--- src/rtl/lsu_mem_port.sv ---
// Load/store unit for the memory stage: accepts one request per three cycles
// and drives the data-memory bus. Optional stack pointer for PUSH/POP (LSU_STACK_EN).
// Ports: clk, rst_n; req_valid/req_ready/req_op/req_addr/req_wdata (request);
//   rsp_valid/rsp_data/rsp_err (response); mem_read/mem_write/mem_address/
//   mem_write_data/mem_read_data (memory bus); sp (stack pointer, 0 when disabled).
module lsu_mem_port #(
  parameter logic [7:0] SP_RESET = 8'hFF
) (
  input  logic       clk,
  input  logic       rst_n,
  input  logic       req_valid,
  output logic       req_ready,
  input  logic [1:0] req_op,
  input  logic [7:0] req_addr,
  input  logic [7:0] req_wdata,
  output logic       rsp_valid,
  output logic [7:0] rsp_data,
  output logic       rsp_err,
  output logic       mem_read,
  output logic       mem_write,
  output logic [7:0] mem_address,
  output logic [7:0] mem_write_data,
  input  logic [7:0] mem_read_data,
  output logic [7:0] sp
);

  localparam logic [1:0] OP_LOAD  = 2'b00;
  localparam logic [1:0] OP_STORE = 2'b01;
  localparam logic [1:0] OP_PUSH  = 2'b10;
  localparam logic [1:0] OP_POP   = 2'b11;

  typedef enum logic [1:0] {
    IDLE   = 2'b00,
    ACCESS = 2'b01,
    RESP   = 2'b10
  } state_t;

  state_t     state;
  state_t     state_nxt;
  logic [1:0] op_q;
  logic [7:0] addr_q;
  logic [7:0] wdata_q;
  logic [7:0] ea;
  logic       acc;
  logic       illegal;
  logic       is_rd;
  logic       is_wr;

  assign acc = req_valid && req_ready;

`ifdef LSU_STACK_EN
  logic [7:0] sp_q;

  assign illegal = 1'b0;
  assign sp      = sp_q;

  always_comb begin
    ea = req_addr;
    unique case (req_op)
      OP_PUSH: ea = sp_q - 8'd1;
      OP_POP:  ea = sp_q;
      default: ea = req_addr;
    endcase
  end

  // Wraps modulo 256 in both directions without any flag.
  always_ff @(posedge clk or negedge rst_n) begin
    if (!rst_n) begin
      sp_q <= SP_RESET;
    end else if (acc) begin
      if (req_op == OP_PUSH) sp_q <= sp_q - 8'd1;
      else if (req_op == OP_POP) sp_q <= sp_q + 8'd1;
    end
  end
`else
  logic unused_sp;

  assign unused_sp = ^SP_RESET;
  assign illegal   = op_q[1];
  assign sp        = 8'h00;
  assign ea        = req_addr;
`endif

  assign is_rd = !illegal &&
                 (op_q == OP_LOAD || op_q == OP_POP);
  assign is_wr = !illegal &&
                 (op_q == OP_STORE || op_q == OP_PUSH);

  always_ff @(posedge clk or negedge rst_n) begin
    if (!rst_n) state <= IDLE;
    else        state <= state_nxt;
  end

  always_comb begin
    state_nxt = state;
    unique case (state)
      IDLE:    if (acc) state_nxt = ACCESS;
      ACCESS:  state_nxt = RESP;
      RESP:    state_nxt = IDLE;
      default: state_nxt = IDLE;
    endcase
  end

  always_comb begin
    req_ready = (state == IDLE);
    rsp_valid = (state == RESP);
    mem_read  = (state == ACCESS) && is_rd;
    mem_write = (state == ACCESS) && is_wr;
  end

  always_ff @(posedge clk or negedge rst_n) begin
    if (!rst_n) begin
      op_q     <= OP_LOAD;
      addr_q   <= 8'h00;
      wdata_q  <= 8'h00;
      rsp_data <= 8'h00;
      rsp_err  <= 1'b0;
    end else begin
      if (acc) begin
        op_q    <= req_op;
        addr_q  <= ea;
        wdata_q <= req_wdata;
      end
      if (state == ACCESS) begin
        rsp_data <= is_rd ? mem_read_data : 8'h00;
        rsp_err  <= illegal;
      end
    end
  end

  // Bus lines come straight from the latched request so they hold between accesses.
  assign mem_address    = addr_q;
  assign mem_write_data = wdata_q;

endmodule
--- config.mk ---
export PLATFORM = sky130hd
export DESIGN_NAME = lsu_mem_port
export DESIGN_NICKNAME = d
export VERILOG_FILES = /design/src/rtl/lsu_mem_port.sv
export SDC_FILE = /design/constraint.sdc
export NUM_CORES = 1
export LEC_CHECK = 0
export ABC_AREA = 1
export BUFFER_PORTS_ARGS = -buffer_cell sky130_fd_sc_hd__buf_2
export CORE_ASPECT_RATIO = 1.25
export CORE_MARGIN = 5
export CORE_UTILIZATION = 29
export DETAILED_ROUTE_END_ITERATION = 6
export GPL_ROUTABILITY_DRIVEN = 0
export RECOVER_POWER = 50
export SYNTH_ARGS = -nofsm -noshare
export SYNTH_HDL_FRONTEND = slang
export SYNTH_SLANG_ARGS = --single-unit
--- constraint.sdc ---
create_clock -name clk -period 3.3 [get_ports clk]
set_clock_uncertainty 0.2 [all_clocks]
set_input_delay 0.33 -clock clk [delete_from_list [all_inputs] [get_ports clk]]
set_output_delay 0.33 -clock clk [all_outputs]
set_load 0.01 [all_outputs]
Yosys cells after proc, flatten, opt, wreduce, memory -nomap -nowiden
Index checks and enable logic that the tools add are counted.
{ "word_totals": {"out_inout_bits": 37, "in_bits": 29, "elab_cells": 25, "ff_bits": 29} }
{ "op_classes": {"n_reduce_logical": 10, "n_eq_ne": 6, "mux": 3} }
{ "ops": {"columns": ["cell", "n"], "rows": [
  ["two-way mux 8 bit", 1],
  ["== test 2 bit, second input constant", 3],
  ["logical AND 1 bit", 5],
  ["== test 2 x 1 -> 1 bit, second input constant", 2],
  ["zero test 2 bit", 2],
  ["one-hot mux 2 bit (2 select lines)", 1],
  ["logical OR 1 bit", 2],
  ["two-way mux 2 bit", 1],
  ["inequality test 2 x 1 -> 1 bit, second input constant", 1],
  ["zero test 1 bit", 1]
]} }

Longest topological paths before layout
{ "depth": {"depth_word": 4, "depth_mapped": 5, "mapped_depth_nobuf": 4} }

Least setup slack after synthesis
OpenSTA, ideal clock, no wires.
{ "synth_timing": {"path_kind": "reg2out", "startpoint": "reg state[1]", "endpoint": "out mem_read", "required_ps": 2770, "arrival_time_ps": 952, "path_stages_with_launch": 5, "path_buffers": 1, "slack_ps": 1818, "path_cell_list": "dfrtp_1 > inv_1 > nand2_1 > buf_2 > nor3_1"} }
{ "synth_via": {"elab_chain_len": 2} }
{ "synth_rtl": {"columns": ["element", "line", "source"], "rows": [
  ["from (decl)", "38", "state_t state;"],
  ["from (signal assigned)", "91", "else state <= state_nxt;"],
  ["== test 2 x 1 -> 1 bit", "107", "mem_read = (state == ACCESS) && is_rd;"],
  ["logical AND 1 bit", "107", null],
  ["to (decl)", "19", "output logic mem_read,"]
]} }
Every way passes these cells.

==> impl_metrics.yaml <==
cts:
  cts_buffers: 5
  cts_root_buf: "clkbuf_8"
  clk_pin_slew_ns: 0.06
  cts_htree_levels: 2
  cts_buffer_depth: 2
  clock_latency_ns: 0.27
  cts_sinks: 29
  cts_tree: "yes"
grt:
  grt_pass1_wl_mm: 4.88
  gr-usage-met1_pct: 12.4
  grt_pass1_vias: 1056
  overflow: 0
  groute.usage.overall_pct: 11.1
  antenna_found_initial: 0
  grt_max_degree: 30
  grtUsageMet2_pct: 18.9
  use_met3_pct: 3.50
  busiest_layer: "met2"
floorplan:
  ios: 66
  initial_core_util_pct: 30.3
  core_area_sq_um: 4130
  rows: 26
  die_h_microns: 83.5
  design.die.area_sq_um: 5750
  die_x_microns: 68.8
outcome:
  violations: "max-capacitance violations, max-slew violations"
  status: "complete, but fails checks"
logic_synthesis:
  synth.most_common_cell: "nand2_1"
  synth.area.top_cells: "dfrtp_1, nand2_1, nand3_1, buf_4, buf_6"
  synth_top_family_by_area: "simple AND/OR/NAND/NOR gates"
  synth_area_sq_um: 1250
  syn_inst: 137
  syn_area_per_cell_sq_um: 9.15
  yosysTopAreaCell: "dfrtp_1"
  synthFlopType: "dfrtp_1"
  synth_top_area_share_pct: 57.9
  async_flop_share_pct: 100
  synth-xor-area-share_pct: 0
  synth_fa_ha_area_share_pct: 0
  synth_simple_gate_area_share_pct: 29.6
  ys.warnings.count: 0
  seq_area_frac_synth_pct: 57.9
  ys_seq_elements: 29
  synth_mux_area_share_pct: 0
  synthTopCellsByCount: "nand2_1, dfrtp_1, nand3_1, buf_4, inv_1"
  synth-compound-area-share_pct: 0.399
  yosysUniqueCellTypes: 15
  synth_enable_flop_cells: 0
route:
  routed_via_density: 4.17
  drc: 0
  wl_per_cell_microns: 12.0
  wl_mm: 3.01
  vias: 1052
  first_iter_violations: 54
  antenna_left: 0
  drtPass1Iterations: 4
worst_setup_path:
  cp_top_family: "buffers and inverters"
  end_kind: "asynchronous set/reset pin"
  cp_num_cells: 2
  path_cells: "dlygate4sd3_1 -> clkbuf_1"
  cp_num_buf_inv: 2
  critPathSlowestCell: "clkbuf_1"
  start_kind: "primary input"
  worstPathMaxFanout: 29
  worst_r2r_path_depth: 4
  required_ns: 3.20
  r2r_slack_ns: 1.34
  worstSetupPathType: "in -> async"
  arrival_ns: 1.99
  cp_slowest_stage_delay_ns: 1.13
cells_and_area:
  n_fill_cell: 470
  diodes: 0
  area_delta_synth_final_pct: 24.5
  drive_gt1_share_pct: 20.4
  nNetsFinal: 224
timing:
  relSlewSlack_pct: -3.39
  finalMaxSlewViolations: 30
  finalSetupViolCount: 0
  period_needed_ns: 2.09
  hold_violations: 0
  hold_slack_ns: 0.0854
  post-route-period-util_pct: 63.4
  rsz0062_at_grt: "false"
  tns_ns: 0
  max_freq_ghz: 0.478
  worst_pin_slew_ns: 1.55
worst_hold_path:
  hold_class: "in -> reg"
  whs_path_depth: 3
power_and_ir_drop:
  swShare_pct: 34.2
  p_comb_share_pct: 26.5
  p_int_uw: 682
  cellPowerDensity_nw_per_um2: 665
  peakVddDrop_uv: 244
  clkPwrFrac_pct: 25.8
  p_sw_uw: 355
  seq_power_share_pct: 47.7
  p_leak_uw: 0.000855
place:
  numPortBuffers: 57
  dp_hpwl_mm: 2.18
run:
  drv_cap: 1
cells in the final DEF, fill, tap and decap left out:
master / synthesis / layout
clkinv_2: 0 / 2
nor2_1: 3 / 4
buf_2: 1 / 31
conb_1: 1 / 8
nand3_1: 26 / 26
dlygate4sd3_1: 0 / 1
nand2_1: 55 / 55
nor2_2: 2 / 1
o21ai_0: 1 / 1
dfrtp_1: 29 / 29
nor3_1: 1 / 1
clkbuf_1: 0 / 27
inv_1: 4 / 4
clkbuf_8: 1 / 5
nand2_2: 1 / 1
routing by layer:
metal	routed length, microns	up-vias
met2	1590	39
met5	0	-
met4	24	0
met1	1160	478
met3	234	4
li1	-	531
state kept, by name (all words and copies together), names as in the netlist:
register,flops
mem_address,8
mem_write_data,8
op_q,2
rsp_data,8
rsp_err,1
state,2
final timing paths:
| path | to | from |
|---|---|---|
| setup reg to reg | op_q[0] | state[1] |
| hold / removal | rsp_data[5] | mem_read_data[5] |
| min in group asynchronous | mem_write_data[5] | rst_n |
| hold reg to reg | mem_write_data[4] | mem_write_data[4] |
| max in group clk | req_ready | state[1] |
| setup / recovery | rsp_data[7] | rst_n |
metrics by stage:
stage | util [%] | cells | setup slack, ns | instance area (sq um) | total power (uW)
after global placement | 36.4 | 243 | 1.37 | 1500 | 799
after CTS | 38.6 | 252 | 1.17 | 1600 | 1080
after global routing | 37.8 | 252 | 0.771 | 1560 | 1120
final | 37.8 | 252 | 1.21 | 1560 | 1040
after detailed placement | 36.4 | 243 | 1.31 | 1500 | 803
after floorplan | - | 144 | 1.82 | 1280 | 685
power groups by stage:
stage	logic [uW]	clock network, uW	registers (uW)
final	275	268	495
after global routing	314	299	506
after CTS	306	283	493
after detailed placement	305	0	498
after global placement	299	0	499
after floorplan	147	0	538
timing repair:
action / 4_1_cts / 5_1_grt
hold endpoints to repair: 29 / 0
hold buffers: 1 / 0
gates resized for setup: 0 / 0
buffers inserted: 0 / 0
layout make-up:
class                           instances  area, sq um  area share, %
Sequential cell                        29          726           46.5
Clock buffer                            6         72.6           4.65
Multi-Input combinational cell         97          404           25.9
Inverter                                4         15.0          0.962
Timing Repair Buffer                   58          263           16.8
Tap cell                               56         70.1           4.49
Clock inverter                          2         10.0          0.642
kinds of logic after synthesis:
| group | count (synthesis) |
|---|---|
| compound gates | 1 |
| flops | 29 |
| other cells | 1 |
| buf+inv | 18 |
| simple gates | 88 |
Note: power is estimated with default switching activity, not from simulation.
